### src/rtl/dma_descriptor_sequencer.sv
// Descriptor sequencer: queues CPU-written {src,dst,len} triplets and programs
// the DMA control slave for each one, waiting for a done edge or a timeout.
module dma_descriptor_sequencer #(
  parameter int DEPTH   = 4,
  parameter int TIMEOUT = 65535
) (
  input  logic        iClk,
  input  logic        iReset_n,
  input  logic        iChipselect_n,
  input  logic        iRead,
  input  logic        iWrite,
  input  logic [2:0]  iAddress,
  input  logic [31:0] iWritedata,
  output logic [31:0] oReaddata,
  output logic        oIrq,
  output logic        oDM_chipselect_n,
  output logic        oDM_write,
  output logic [2:0]  oDM_address,
  output logic [31:0] oDM_writedata,
  input  logic        iDM_done
);
  localparam int AW = (DEPTH > 1) ? $clog2(DEPTH) : 1;
  localparam int CW = AW + 1;
  localparam int TW = $clog2(TIMEOUT + 1);

  typedef enum logic [2:0] {S_IDLE, S_SRC, S_DST, S_LEN, S_GO, S_WAIT} state_t;
  state_t r_state, w_state_nxt;

  logic [DEPTH-1:0][31:0] r_q_src, r_q_dst, r_q_len;
  logic [AW-1:0] r_wptr, r_rptr;
  logic [CW-1:0] r_count, w_count_nxt;
  logic [31:0]   r_src, r_dst, r_len, r_readdata, w_rd_mux;
  logic [31:0]   w_head_src, w_head_dst, w_head_len;
  logic [15:0]   r_completed;
  logic [TW-1:0] r_timer;
  logic r_run, r_irq_en, r_ovf, r_irq, r_tmo_err, r_done_q;
  logic w_cpu_wr, w_cpu_rd, w_sts_wr, w_push_req, w_push, w_pop, w_full, w_empty;
  logic w_done_rise, w_tmo, w_zero_pop, w_cmpl_inc;

  always_comb begin
    w_cpu_wr    = ~iChipselect_n & iWrite;
    w_cpu_rd    = ~iChipselect_n & iRead;
    w_sts_wr    = w_cpu_wr & (iAddress == 3'd4);
    w_full      = (r_count == CW'(DEPTH));
    w_empty     = (r_count == '0);
    w_push_req  = w_cpu_wr & (iAddress == 3'd3);
    w_push      = w_push_req & ~w_full;
    w_head_src  = r_q_src[r_rptr];
    w_head_dst  = r_q_dst[r_rptr];
    w_head_len  = r_q_len[r_rptr];
    // a done level already high when WAIT starts is not a completion
    w_done_rise = iDM_done & ~r_done_q;
    w_tmo       = (r_state == S_WAIT) & ~w_done_rise & (r_timer == TW'(TIMEOUT - 1));
    w_zero_pop  = (r_state == S_IDLE) & r_run & ~w_empty & (w_head_len == '0);
    w_pop       = w_zero_pop | ((r_state == S_WAIT) & (w_done_rise | w_tmo));
    w_cmpl_inc  = w_pop & ~w_tmo;
    w_count_nxt = r_count + CW'(w_push) - CW'(w_pop);
  end

  always_ff @(posedge iClk or negedge iReset_n) begin
    if (!iReset_n) begin
      r_q_src <= '0; r_q_dst <= '0; r_q_len <= '0;
      r_wptr  <= '0; r_rptr  <= '0; r_count <= '0;
    end else begin
      if (w_push) begin
        r_q_src[r_wptr] <= r_src;
        r_q_dst[r_wptr] <= r_dst;
        r_q_len[r_wptr] <= r_len;
        r_wptr          <= r_wptr + AW'(1);
      end
      if (w_pop) r_rptr <= r_rptr + AW'(1);
      r_count <= w_count_nxt;
    end
  end

  always_ff @(posedge iClk or negedge iReset_n) begin
    if (!iReset_n) begin
      r_src <= '0; r_dst <= '0; r_len <= '0; r_run <= 1'b0; r_irq_en <= 1'b0;
      r_ovf <= 1'b0; r_irq <= 1'b0; r_tmo_err <= 1'b0; r_completed <= '0;
      r_done_q <= 1'b0; r_timer <= '0; r_readdata <= '0;
    end else begin
      if (w_cpu_wr && iAddress == 3'd0) r_src <= iWritedata;
      if (w_cpu_wr && iAddress == 3'd1) r_dst <= iWritedata;
      if (w_cpu_wr && iAddress == 3'd2) r_len <= iWritedata;
      if (w_cpu_wr && iAddress == 3'd5) {r_irq_en, r_run} <= iWritedata[1:0];
      // sticky bits: a clear write beats a set in the same cycle
      if (w_sts_wr && iWritedata[3])       r_ovf <= 1'b0;
      else if (w_push_req && w_full)       r_ovf <= 1'b1;
      if (w_sts_wr && iWritedata[4])       r_irq <= 1'b0;
      else if (w_pop && w_count_nxt == '0 && r_irq_en) r_irq <= 1'b1;
      if (w_sts_wr && iWritedata[5])       r_tmo_err <= 1'b0;
      else if (w_tmo)                      r_tmo_err <= 1'b1;
      if (w_cmpl_inc) r_completed <= r_completed + 16'd1;
      r_done_q   <= iDM_done;
      r_timer    <= (r_state == S_WAIT) ? r_timer + TW'(1) : '0;
      r_readdata <= w_cpu_rd ? w_rd_mux : '0;
    end
  end

  always_comb begin
    w_rd_mux = '0;
    case (iAddress)
      3'd0: w_rd_mux = r_src;
      3'd1: w_rd_mux = r_dst;
      3'd2: w_rd_mux = r_len;
      3'd4: w_rd_mux = {r_completed, 4'b0, 4'(r_count), 2'b0, r_tmo_err, r_irq,
                        r_ovf, w_empty, w_full, (r_state != S_IDLE)};
      3'd5: w_rd_mux = {30'b0, r_irq_en, r_run};
      default: w_rd_mux = '0;
    endcase
  end

  always_ff @(posedge iClk or negedge iReset_n) begin
    if (!iReset_n) r_state <= S_IDLE;
    else           r_state <= w_state_nxt;
  end

  always_comb begin
    w_state_nxt = r_state;
    case (r_state)
      S_IDLE: if (r_run && !w_empty && w_head_len != '0) w_state_nxt = S_SRC;
      S_SRC:  w_state_nxt = S_DST;
      S_DST:  w_state_nxt = S_LEN;
      S_LEN:  w_state_nxt = S_GO;
      S_GO:   w_state_nxt = S_WAIT;
      S_WAIT: if (w_done_rise || w_tmo) w_state_nxt = S_IDLE;
      default: w_state_nxt = S_IDLE;
    endcase
  end

  // bus strobes decode straight from state so an async reset drops them at once
  always_comb begin
    oDM_chipselect_n = 1'b1;
    oDM_write        = 1'b0;
    oDM_address      = 3'd0;
    oDM_writedata    = '0;
    case (r_state)
      S_SRC: begin oDM_chipselect_n = 1'b0; oDM_write = 1'b1; oDM_address = 3'd0; oDM_writedata = w_head_src; end
      S_DST: begin oDM_chipselect_n = 1'b0; oDM_write = 1'b1; oDM_address = 3'd1; oDM_writedata = w_head_dst; end
      S_LEN: begin oDM_chipselect_n = 1'b0; oDM_write = 1'b1; oDM_address = 3'd2; oDM_writedata = w_head_len; end
      S_GO:  begin oDM_chipselect_n = 1'b0; oDM_write = 1'b1; oDM_address = 3'd3; oDM_writedata = 32'd1; end
      default: ;
    endcase
  end

  assign oReaddata = r_readdata;
  assign oIrq      = r_irq;
endmodule
### config.mk
export PLATFORM = sky130hd
export DESIGN_NAME = dma_descriptor_sequencer
export DESIGN_NICKNAME = d
export VERILOG_FILES = /design/src/rtl/dma_descriptor_sequencer.sv
export SDC_FILE = /design/constraint.sdc
export NUM_CORES = 1
export LEC_CHECK = 0
export BUFFER_PORTS_ARGS = -buffer_cell sky130_fd_sc_hd__buf_2
export CAP_MARGIN = 40
export CORE_UTILIZATION = 56
export DETAILED_ROUTE_END_ITERATION = 12
export MAX_ROUTING_LAYER = met4
export PLACE_DENSITY = 0.76
export SLEW_MARGIN = 20
export SYNTH_ARGS = -nofsm -noshare
export SYNTH_HDL_FRONTEND = slang
export SYNTH_SLANG_ARGS = --single-unit
### constraint.sdc
create_clock -name iClk -period 3.8 [get_ports iClk]
set_input_delay 0.76 -clock iClk [delete_from_list [all_inputs] [get_ports iClk]]
set_output_delay 0.76 -clock iClk [all_outputs]
set_load 0.005 [all_outputs]
==> summary.md, run 1 <==
| Metric | Value |
|---|---|
| Final setup viols | 0 |
| Nets | 1844 |
| GP Congestion | 0.832 |
| # rows | 76 |
| Level count of the clock H-tree | 2 |
| CP arrival | 4.28 ns |
| Hold WC Path Type | primary input to async pin |
| Clock share of power | 28.9% |
| Yosys top cell by area | dfrtp_1 |
| Final Total Pwr | 19.7 mW |
| Antenna violations before repair | 0 |
| Vias in the first global route | 16100 |
| Fin. max-slew vios | 0 |
| Seq/Total Area, Yosys | 56.5% |
| CTS tree | built |
| Reg-to-reg endpoint | oIrq |
| Combinational Power Share | 28.0% |
| Worst vdd rail ir drop | 438 µV |
| Share of cells above drive strength 1 | 50.6% |
| Initial Util | 57.2% |
| Period minus WS final | 3.76 ns |
| Req. time, crit path | 4.32 ns |
| Final WL | 61.9 mm |
| Placed Instances | 2309 |
| R2R Path Start | r_rptr[0] |
| Clock Tree Root | clkbuf_16 |
| Via density | 6.22 |
| Die area | 45100 µm² |
| Crit-path max FO | 7 |
| Synth top area cells | dfrtp_1, mux2_2, mux4_2, a22oi_1, mux4_1 |
| Core ar. | 43400 µm² |
| Core Util, Final | 66.2% |
| Sequential power share | 43.2% |
| CP endpoint kind | flip-flop |
| Fraction of registers with async set or reset after synthesis | 100% |
| Fmax | 266 MHz |
| Post-placement cell area | 26600 µm² |
| Synth top area share | 56.5% |
| Synth Register Bits | 560 |
| Post-synthesis cell type count | 49 |
| Global-route wire length before repair | 95.8 mm |
| Tot GR Track Use | 29.3% |
| Synth Area per Inst | 15.1 µm² |
| Final Hold Vio Count | 0 |
| Antenna Cells | 0 |
| WS Path Type | flip-flop to flip-flop |
| Power Dens Cells | 687 nW/µm² |
| Final cell count without fillers | 2426 |
| Syn_nets | 1697 |
| Commonest cells in the netlist | dfrtp_1, mux2_2, mux4_2, a22oi_1, nor2_1 |
| Clk slew on worst S/H paths | 0.06 ns |
| Register-to-Register Path Depth | 17 |
| I/O pins | 111 |
| Hold WS | 0.171 ns |
| Die H | 212 µm |
| Clock Latency Late Sink | 0.61 ns |
| Post-synth EDFFs | 0 |
| Cells after Synth | 1647 |
| Clock skew | 0.0115 ns |
| Wire length per cell | 25.5 µm |
| Setup slack, reg-to-reg | 0.04 ns |
| Pleak | 13.9 nW |
| Status | completed |
| Synth Warn # | 0 |
| Sink Count | 560 |
| Count leader, synth | dfrtp_1 |
| Area growth syn-to-layout | 15.7% |
| CTS Buffer Depth | 3 |
| Largest net degree at the start of global routing | 87 |
| Switching share of power | 30.2% |
| Mapped Area | 24800 µm² |
| Slew @ Worst Pin | 0.737 ns |
| Final instance area | 28700 µm² |
| 1st-pass router iterations | 5 |
| Grt total ovfl | 0 |
| Top_reg_cell synth | dfrtp_1 |
| Port bufs | 109 |
| Iter 0 DRT Violations | 1189 |
| DRT antenna net count | 0 |
| Vias | 15100 |
| # DRC | 0 |
| Die width | 212 µm |
| Number of max-cap violations | 0 |
| Worst rel slew slack | 50.9% |
| Crit share post-route | 98.9% |
| Final HPWL DP | 40.6 mm |
| Worst setup SP type | flip-flop |
| Design internal power | 13.8 mW |
| Unrepaired setup endpoints after global routing | true |
| Switching pwr | 5.95 mW |
| CTS buffer count | 56 |
==> flip-flops by register name, indices dropped and copies added (netlist names) <==
register and flops:
oIrq 1, oReaddata 32, r_completed 16, r_count 3, r_done_q 1, r_dst 32
r_irq_en 1, r_len 32, r_ovf 1, r_q_dst 128, r_q_len 128, r_q_src 128
r_rptr 2, r_run 1, r_src 32, r_state 3, r_timer 16, r_tmo_err 1
r_wptr 2
==> critical path, stage by stage (launching register included) <==
cell and delay, ns:
dfrtp_4 0.53, buf_12 0.17, buf_8 0.12, mux4_2 0.46, nor4_2 0.28, buf_4 0.17, nand4_1 0.18, nor3_4 0.19
nor2_1 0.09, xnor2_1 0.16, ha_2 0.18, inv_1 0.05, fa_2 0.35, xnor2_2 0.16, xnor2_2 0.16, nor3_2 0.15
o21ai_1 0.09, a32oi_1 0.17
==> final cells by class <==
type | count | area [µm²]
Fill cell | 3124 | 14700
Sequential cell | 560 | 14000
Multi-Input combinational cell | 967 | 10400
Clock buffer | 88 | 1720
Timing Repair Buffer | 201 | 1590
Tap cell | 585 | 732
Clock inverter | 17 | 199
Inverter | 8 | 30.0
==> power by group through the flow <==
stage	Combinational, mW	Clock, mW	Sequential (mW)
after floorplan	3.58	0	8.05
after global placement	5.05	0	8.44
after detailed placement	5.18	0	8.56
after CTS	5.40	5.79	8.47
after global routing	5.89	5.99	8.67
final	5.52	5.69	8.51
==> stage by stage <==
stage	worst slack, ns	setup TNS [ns]
2_1_floorplan	0.196	0
6_report	0.0418	0
3_3_place_gp	-0.0575	-0.0575
3_5_place_dp	-0.113	-0.113
5_1_grt	-0.128	-0.128
4_1_cts	0.0160	0
==> kinds of logic after synthesis <==
kind of cell | Yosys count | share of synthesized area [%]
xor gates and xnor gates | 34 | 1.20
adders and majority gates | 9 | 0.484
AOI/OAI and AO/OA | 148 | 4.02
muxes | 621 | 32.7
and+or+nand+nor | 154 | 3.08
other | 1 | 0.0151
DFF | 560 | 56.5
buffers and inverters | 120 | 2.03
==> repair_timing <==
action                                 4_1_cts  5_1_grt
setup endpoints to repair                    1       13
pin swaps                                    6        7
setup buffers                                7        3
hold buffers                                 0        0
gates cloned                                 1        0
gates resized for setup                      9       13
endpoints found under the hold margin        0        0
==> how the worst max path moves through the flow <==
| stage | endpoint | slack, ns | depth (start not counted) | startpoint |
|---|---|---|---|---|
| final | oIrq | 0.04 | 17 | r_rptr[0] |
| after floorplan | oIrq | 0.20 | 17 | r_rptr[0] |
| after CTS | oDM_writedata[6] | 0.02 | 6 | r_state[1] |
| after global routing | oIrq | -0.13 | 16 | r_rptr[0] |
| after detailed placement | oIrq | -0.11 | 16 | r_rptr[0] |
| after global placement | oIrq | -0.06 | 15 | r_rptr[0] |
==> layer usage <==
metal / wire (µm) / GRT usage, % / vias to the layer above
met3: 3020 / 4.30 / 123
met2: 30300 / 46.2 / 405
met5: 0 / - / -
met1: 26500 / 39.0 / 8131
met4: 2090 / 10.6 / 0
li1: - / - / 6422
==> cell usage in the layout, fill, tap and decap left out, types with 15 or more instances in the layout <==
master,synthesis,final
dfrtp_1,560,555
mux2_2,515,515
buf_2,10,108
mux4_2,84,88
a22oi_1,78,78
nor2_1,72,72
buf_4,2,64
clkbuf_16,0,57
a21oi_1,35,35
buf_12,0,24
xnor2_1,25,23
clkbuf_8,0,18
o21ai_0,16,15
(Power assumes the default switching activity.)
==> inputs of run 2 (changes only) <==
RECOVER_POWER = 25   (was default)
==> run 2 against run 1 <==
Effect of this change: the flow now finishes with violations (capacitance limit, slew limit); global-route usage stayed put; flip-flop and latch count did not move; sequential share of layout area rose by 0.15 points; wire length barely moved; register-to-register slack hardly changed; die area stayed put; clock-buffer cell count stayed put; largest power group unchanged.
==> summary.md, run 2 (synthesis gave the netlist of run 1 again) <==
| Metric | Value |
|---|---|
| Setup slack, reg-to-reg | 0.03 ns (about the same) |
| Share of cells above drive strength 1 | 50.4% (-0.22 points) |
| Crit-path max FO | 7 (unchanged) |
| # rows | 76 (unchanged) |
| CP endpoint kind | flip-flop |
| Die area | 45100 µm² (unchanged) |
| Violated checks | capacitance limit, slew limit |
| Iter 0 DRT Violations | 1136 (-4.5%) |
| Most frequent cells in the layout | dfrtp_1, mux2_2, buf_2, mux4_2, a22oi_1 |
| Final Hold Vio Count | 0 (unchanged) |
| R2R Path Start | r_rptr[0] |
| Pleak | 13.8 nW (-0.30%) |
| Worst vdd rail ir drop | 439 µV (+0.29%) |
| Clock skew | 0.0111 ns (-0.000424 ns) |
| Antenna violations before repair | 0 (unchanged) |
| Power Dens Cells | 689 nW/µm² (+0.28%) |
| Clock Latency Late Sink | 0.61 ns (about the same) |
| Worst Hold Depth | 1 |
| Fmax | 265 MHz (-0.38%) |
| Final WL | 61.9 mm (about the same) |
| Period minus WS final | 3.77 ns (+0.0142 ns) |
| Final setup margin | 0.0277 ns (-0.0142 ns) |
| CTS buffer count | 56 (unchanged) |
| Core ar. | 43400 µm² (unchanged) |
| Via density | 6.21 (about the same) |
| Vias in the first global route | 16100 (unchanged) |
| Grt total ovfl | 0 (unchanged) |
| Final setup viols | 0 (unchanged) |
| Tot GR Track Use | 29.3% (unchanged) |
| Final cell count without fillers | 2426 (unchanged) |
| I/O pins | 111 (unchanged) |
| Reg-to-reg endpoint | oIrq |
| Number of max-cap violations | 1 (+1) |
| Area growth syn-to-layout | 15.4% |
| Die H | 212 µm (unchanged) |
| Vias | 15100 (-0.040%) |
| GP Congestion | 0.832 (unchanged) |
| Largest net degree at the start of global routing | 87 (unchanged) |
| Slew @ Worst Pin | 2.23 ns (+1.49 ns) |
| Clock Tree Root | clkbuf_16 |
| Nets | 1844 (unchanged) |
| Fillers | 3137 (+0.42%) |
| DP Worst Slack | -0.113 ns (unchanged) |
| Biggest regs | r_q_dst (128), r_q_len (128), r_q_src (128) |
| Global-route wire length before repair | 95.8 mm (unchanged) |
| Initial Util | 57.2% (unchanged) |
| Worst hold start | iDM_done |
| Status | finished, violations left |
| Hold Path End | r_done_q |
| CP startpoint | r_rptr[0] |
| CP arrival | 4.29 ns (about the same) |
| CTS Buffer Depth | 3 (unchanged) |
| Level count of the clock H-tree | 2 (unchanged) |
| 1st-pass router iterations | 7 (+2) |
| Worst setup SP type | flip-flop |
| Wire length per cell | 25.5 µm (about the same) |
| Crit share post-route | 99.3% (+0.37 points) |
| Die width | 212 µm (unchanged) |
| Fin. max-slew vios | 80 (+80) |
| Port bufs | 109 (unchanged) |
| WS Path Type | flip-flop to flip-flop |
| Hold WC Path Type | primary input to flip-flop |
| Final HPWL DP | 40.6 mm (unchanged) |
| Hold buffers post-CTS | 0 (unchanged) |
| DRT antenna net count | 0 (unchanged) |
| Unrepaired setup endpoints after global routing | true |
| Clk slew on worst S/H paths | 0.06 ns (about the same) |
| Req. time, crit path | 4.32 ns (about the same) |
| Antenna Cells | 0 (unchanged) |
| Worst rel slew slack | -48.6% (-99 points) |
| Placed Instances | 2309 (unchanged) |
| Sink Count | 560 (unchanged) |
| # DRC | 0 (unchanged) |
| Commonest non-fill, non-tap cell in the layout | dfrtp_1 |
| Register-to-Register Path Depth | 17 (unchanged) |
| CTS tree | built |
[run 2: changes by cell type in the layout (fill, tap and decap cells not counted), sizes merged]
cell    before  now
buf        200  190
clkbuf      88   98
[run 2: power breakdown]
part           internal (mW)  switching, mW
Sequential              7.36           1.15
Combinational           3.02           2.49
Clock                   3.38           2.32
Total                   13.8           5.96
[run 2: cell type report]
| class | instances | area (µm²) | share of cell area, % |
|---|---|---|---|
| inverters | 8 | 30.0 | 0.105 |
| multi-input cells | 967 | 10400 | 36.4 |
| well taps | 585 | 732 | 2.56 |
| clock inverters | 17 | 199 | 0.695 |
| repair buffers | 201 | 1500 | 5.23 |
| clock buffers | 88 | 1720 | 6.02 |
| flip-flops and latches | 560 | 14000 | 49.0 |
[run 2: per-stage QoR]
step / utilization (%) / instance area [µm²] / setup TNS, ns / power [mW] / hold WS [ns]
final: 66.0 / 28600 / 0 / 19.7 / 0.290
after global routing: 66.0 / 28600 / -0.128 / 20.5 / 0.289
after CTS: 65.9 / 28600 / 0 / 19.7 / 0.184
after detailed placement: 61.2 / 26600 / -0.113 / 13.7 / 0.485
after global placement: 61.2 / 26600 / -0.0575 / 13.5 / 0.480
after floorplan: - / 24800 / 0 / 11.6 / 0.447
[run 2: worst max path at each step]
stage | endpoint | slack, ns | cells past startpoint
after floorplan | oIrq | 0.20 | 17
after global placement | oIrq | -0.06 | 15
after detailed placement | oIrq | -0.11 | 16
after CTS | oDM_writedata[6] | 0.02 | 6
after global routing | oIrq | -0.13 | 16
final | oIrq | 0.03 | 17
[run 2: what timing repair did]
| item | CTS | global route |
|---|---|---|
| setup buffers | 7 | 3 |
| endpoints found under the setup margin | 1 | 13 |
| pin swaps | 6 | 7 |
| cloned | 1 | 0 |
| resized for setup | 9 | 13 |
[run 2: worst max-delay path, cell delays in order (launching register included)]
cell	delay, ns
dfrtp_4	0.53
buf_12	0.17
buf_8	0.12
mux4_2	0.46
nor4_2	0.27
buf_4	0.18
nand4_1	0.18
nor3_4	0.20
nor2_1	0.09
xnor2_1	0.16
ha_2	0.18
inv_1	0.05
fa_2	0.36
xnor2_2	0.16
xnor2_2	0.16
nor3_2	0.16
o21ai_1	0.09
a32oi_1	0.17
[run 2: routing by layer]
metal | vias to the layer above | share of wire [%] | global-route usage [%]
li1 | 6411 | - | -
met1 | 8115 | 43 | 39.0
met2 | 418 | 49 | 46.2
met3 | 131 | 5.2 | 4.30
met4 | 0 | 3.5 | 10.6
met5 | - | 0 | -
==> inputs of run 3 (changes only) <==
CORE_UTILIZATION = 58   (was 56)
CTS_BUF_LIST = sky130_fd_sc_hd__clkbuf_8   (was default)
PLACE_DENSITY = 0.79   (was 0.76)
==> run 3 against run 2 <==
Effect of this change: final cell count decreased by 0.37%; register-to-register slack improved by 0.02 ns; worst hold slack got worse by 0.021 ns; worst setup slack improved by 0.023 ns; clock-buffer cell count increased by 42; final area decreased by 0.65%; sequential share of layout area increased by 0.32 points; sequential power decreased by 0.5%; utilization increased by 1.6 points; the run still ends with capacitance limit, slew limit left; first-iteration DRC count decreased by 4.8%; largest cell class unchanged; largest power group unchanged.
==> summary.md, run 3 (synthesis gave the netlist of run 1 again) <==
| Metric | Value |
|---|---|
| Status | finished, violations left |
| Violated checks | capacitance limit, slew limit |
| Largest net degree at the start of global routing | 131 (+51%) |
| Die H | 209 µm (-1.7%) |
| Hold buffers post-CTS | 0 (unchanged) |
| Nets | 1859 (+0.81%) |
| Number of max-cap violations | 3 (+2) |
| Biggest regs | r_q_dst (128), r_q_len (128), r_q_src (128) |
| CTS buffer count | 92 (+64%) |
| Worst vdd rail ir drop | 440 µV (about the same) |
| Share of cells above drive strength 1 | 51.0% (+0.69 points) |
| Period minus WS final | 3.75 ns (-0.0233 ns) |
| Post-placement cell area | 26400 µm² (-0.65%) |
| Final Total Pwr | 19.3 mW (-2.2%) |
| Hold WC Path Type | primary input to flip-flop |
| Fin. max-slew vios | 219 (+170%) |
| Fmax | 267 MHz (+0.62%) |
| Switching share of power | 30.6% (+0.38 points) |
| Clock Latency Late Sink | 0.64 ns (+0.03 ns) |
| Final setup margin | 0.0510 ns (+0.0233 ns) |
| Vias | 15200 (+0.61%) |
| R2R Path Start | r_rptr[0] |
| Unrepaired setup endpoints after global routing | true |
| Clock skew | 0.0256 ns (+0.0145 ns) |
| Grt total ovfl | 0 (unchanged) |
| Combinational Power Share | 27.4% (-0.5 points) |
| Final Hold Vio Count | 0 (unchanged) |
| Slew @ Worst Pin | 1.92 ns (-0.314 ns) |
| CP arrival | 4.31 ns (+0.02 ns) |
| CTS tree | built |
| Final setup viols | 0 (unchanged) |
| Final instance area | 28400 µm² (-0.65%) |
| Vias in the first global route | 16200 (+0.62%) |
| DRT antenna net count | 0 (unchanged) |
| Global-route wire length before repair | 94.1 mm (-1.7%) |
| Wire length per cell | 24.7 µm (-3.3%) |
| Port bufs | 109 (unchanged) |
| Most frequent cells in the layout | dfrtp_1, mux2_2, clkbuf_8, buf_2, mux4_2 |
| Die width | 209 µm (-1.7%) |
| # DRC | 0 (unchanged) |
| Switching pwr | 5.90 mW (-1.0%) |
| Core ar. | 42000 µm² (-3.0%) |
| Worst rel slew slack | -27.7% (+21 points) |
| Clk slew on worst S/H paths | 0.06 ns (about the same) |
| Pleak | 13.9 nW (+0.38%) |
| Worst setup SP type | flip-flop |
| Area growth syn-to-layout | 14.6% |
| Antenna violations before repair | 1 (+1) |
| Commonest non-fill, non-tap cell in the layout | dfrtp_1 |
| CP startpoint | r_rptr[0] |
| Worst hold start | iDM_done |
| Via density | 6.28 (+0.98%) |
| Design internal power | 13.4 mW (-2.8%) |
| Sequential power share | 44.0% (+0.8 points) |
| # rows | 75 (-1.3%) |
| Clock Tree Root | clkbuf_8 |
| Tot GR Track Use | 29.1% (-0.17 points) |
| Final WL | 59.7 mm (-3.6%) |
| WS Path Type | flip-flop to flip-flop |
| GP Congestion | 0.841 (+1.0%) |
| Clock share of power | 28.6% (-0.3 points) |
| Power Dens Cells | 678 nW/µm² (-1.6%) |
| I/O pins | 111 (unchanged) |
| Level count of the clock H-tree | 3 (+1) |
| DP Worst Slack | -0.129 ns (-0.0157 ns) |
| Final HPWL DP | 38.9 mm (-4.2%) |
| Req. time, crit path | 4.36 ns (+0.04 ns) |
| Crit-path max FO | 7 (unchanged) |
| CTS Buffer Depth | 3 (unchanged) |
| Iter 0 DRT Violations | 1081 (-4.8%) |
| Initial Util | 59.0% (+1.8 points) |
| Multi-input gate area | 10400 µm² (+0.11%) |
| Crit share post-route | 98.7% (-0.61 points) |
| Fillers | 2884 (-8.1%) |
| Core Util, Final | 67.6% (+1.6 points) |
| Register Area | 14000 µm² (unchanged) |
| Die area | 43600 µm² (-3.4%) |
| CP endpoint kind | flip-flop |
| 1st-pass router iterations | 5 (-2) |
| Sink Count | 560 (unchanged) |
run 3: changes by cell type in the layout (fill, tap and decap cells not counted), moves of 3 or more:
| cell | delta |
|---|---|
| mux4_2 | -3 |
| clkbuf_1 | -15 |
| inv_1 | +18 |
| clkbuf_8 | +112 |
| clkbuf_16 | -57 |
| buf_4 | -15 |
| mux4_1 | +3 |
run 3: layout make-up:
| class | count | share of cell area [%] |
|---|---|---|
| Clock buffer | 130 | 6.29 |
| Timing Repair Buffer | 180 | 4.57 |
| Sequential cell | 560 | 49.3 |
| Clock inverter | 32 | 0.656 |
| Antenna cell | 1 | 0.00880 |
| Tap cell | 539 | 2.37 |
| Multi-Input combinational cell | 967 | 36.7 |
| Inverter | 8 | 0.106 |
run 3: routing by layer:
layer	wire [µm]	GRT usage, %
met1	25600	39.0
met4	1560	9.99
met2	29400	45.5
met5	0	-
met3	3130	4.99
run 3: final timing paths:
| kind | cells past startpoint | slack [ns] | end |
|---|---|---|---|
| max | 17 | 0.05 | oIrq |
| min | 1 | 0.27 | r_done_q |
| max reg2reg | 17 | 0.05 | oIrq |
| min reg2reg | 1 | 0.49 | r_completed[15] |
| max in group asynchronous | 2 | 0.52 | r_state[1] |
| min in group asynchronous | 1 | 0.64 | oReaddata[7] |
run 3: worst max-delay path, cell delays in order (launching register included):
cell and delay (ns):
dfrtp_4 0.53, buf_6 0.15, buf_6 0.12, mux4_2 0.53, nor4_2 0.26, buf_4 0.17
nand4_1 0.15, nor3_4 0.25, nor2_2 0.08, xnor2_1 0.18, ha_2 0.20, inv_2 0.04
fa_2 0.34, xnor2_2 0.14, xnor2_1 0.15, nor3_1 0.13, o21ai_1 0.10, a32oi_1 0.15
run 3: repair_timing:
action,CTS,global route
resized for setup,8,14
hold endpoints to repair,0,0
pin swaps,2,5
setup buffers,1,2
setup endpoints to repair,8,8
run 3: power groups by stage:
| stage | Combinational [mW] | Sequential [mW] | Clock (mW) |
|---|---|---|---|
| after floorplan | 3.58 | 8.05 | 0 |
| final | 5.28 | 8.47 | 5.52 |
| after global placement | 4.96 | 8.40 | 0 |
| after CTS | 5.18 | 8.44 | 5.61 |
| after detailed placement | 5.09 | 8.53 | 0 |
| after global routing | 5.62 | 8.64 | 5.87 |
run 3: per-stage QoR:
step	hold slack [ns]	std cells	setup TNS, ns
6_report	0.268	2417	0
3_3_place_gp	0.474	2251	-0.0255
3_5_place_dp	0.479	2251	-0.129
4_1_cts	0.0754	2414	-0.0793
2_1_floorplan	0.447	1647	0
5_1_grt	0.241	2417	-0.440
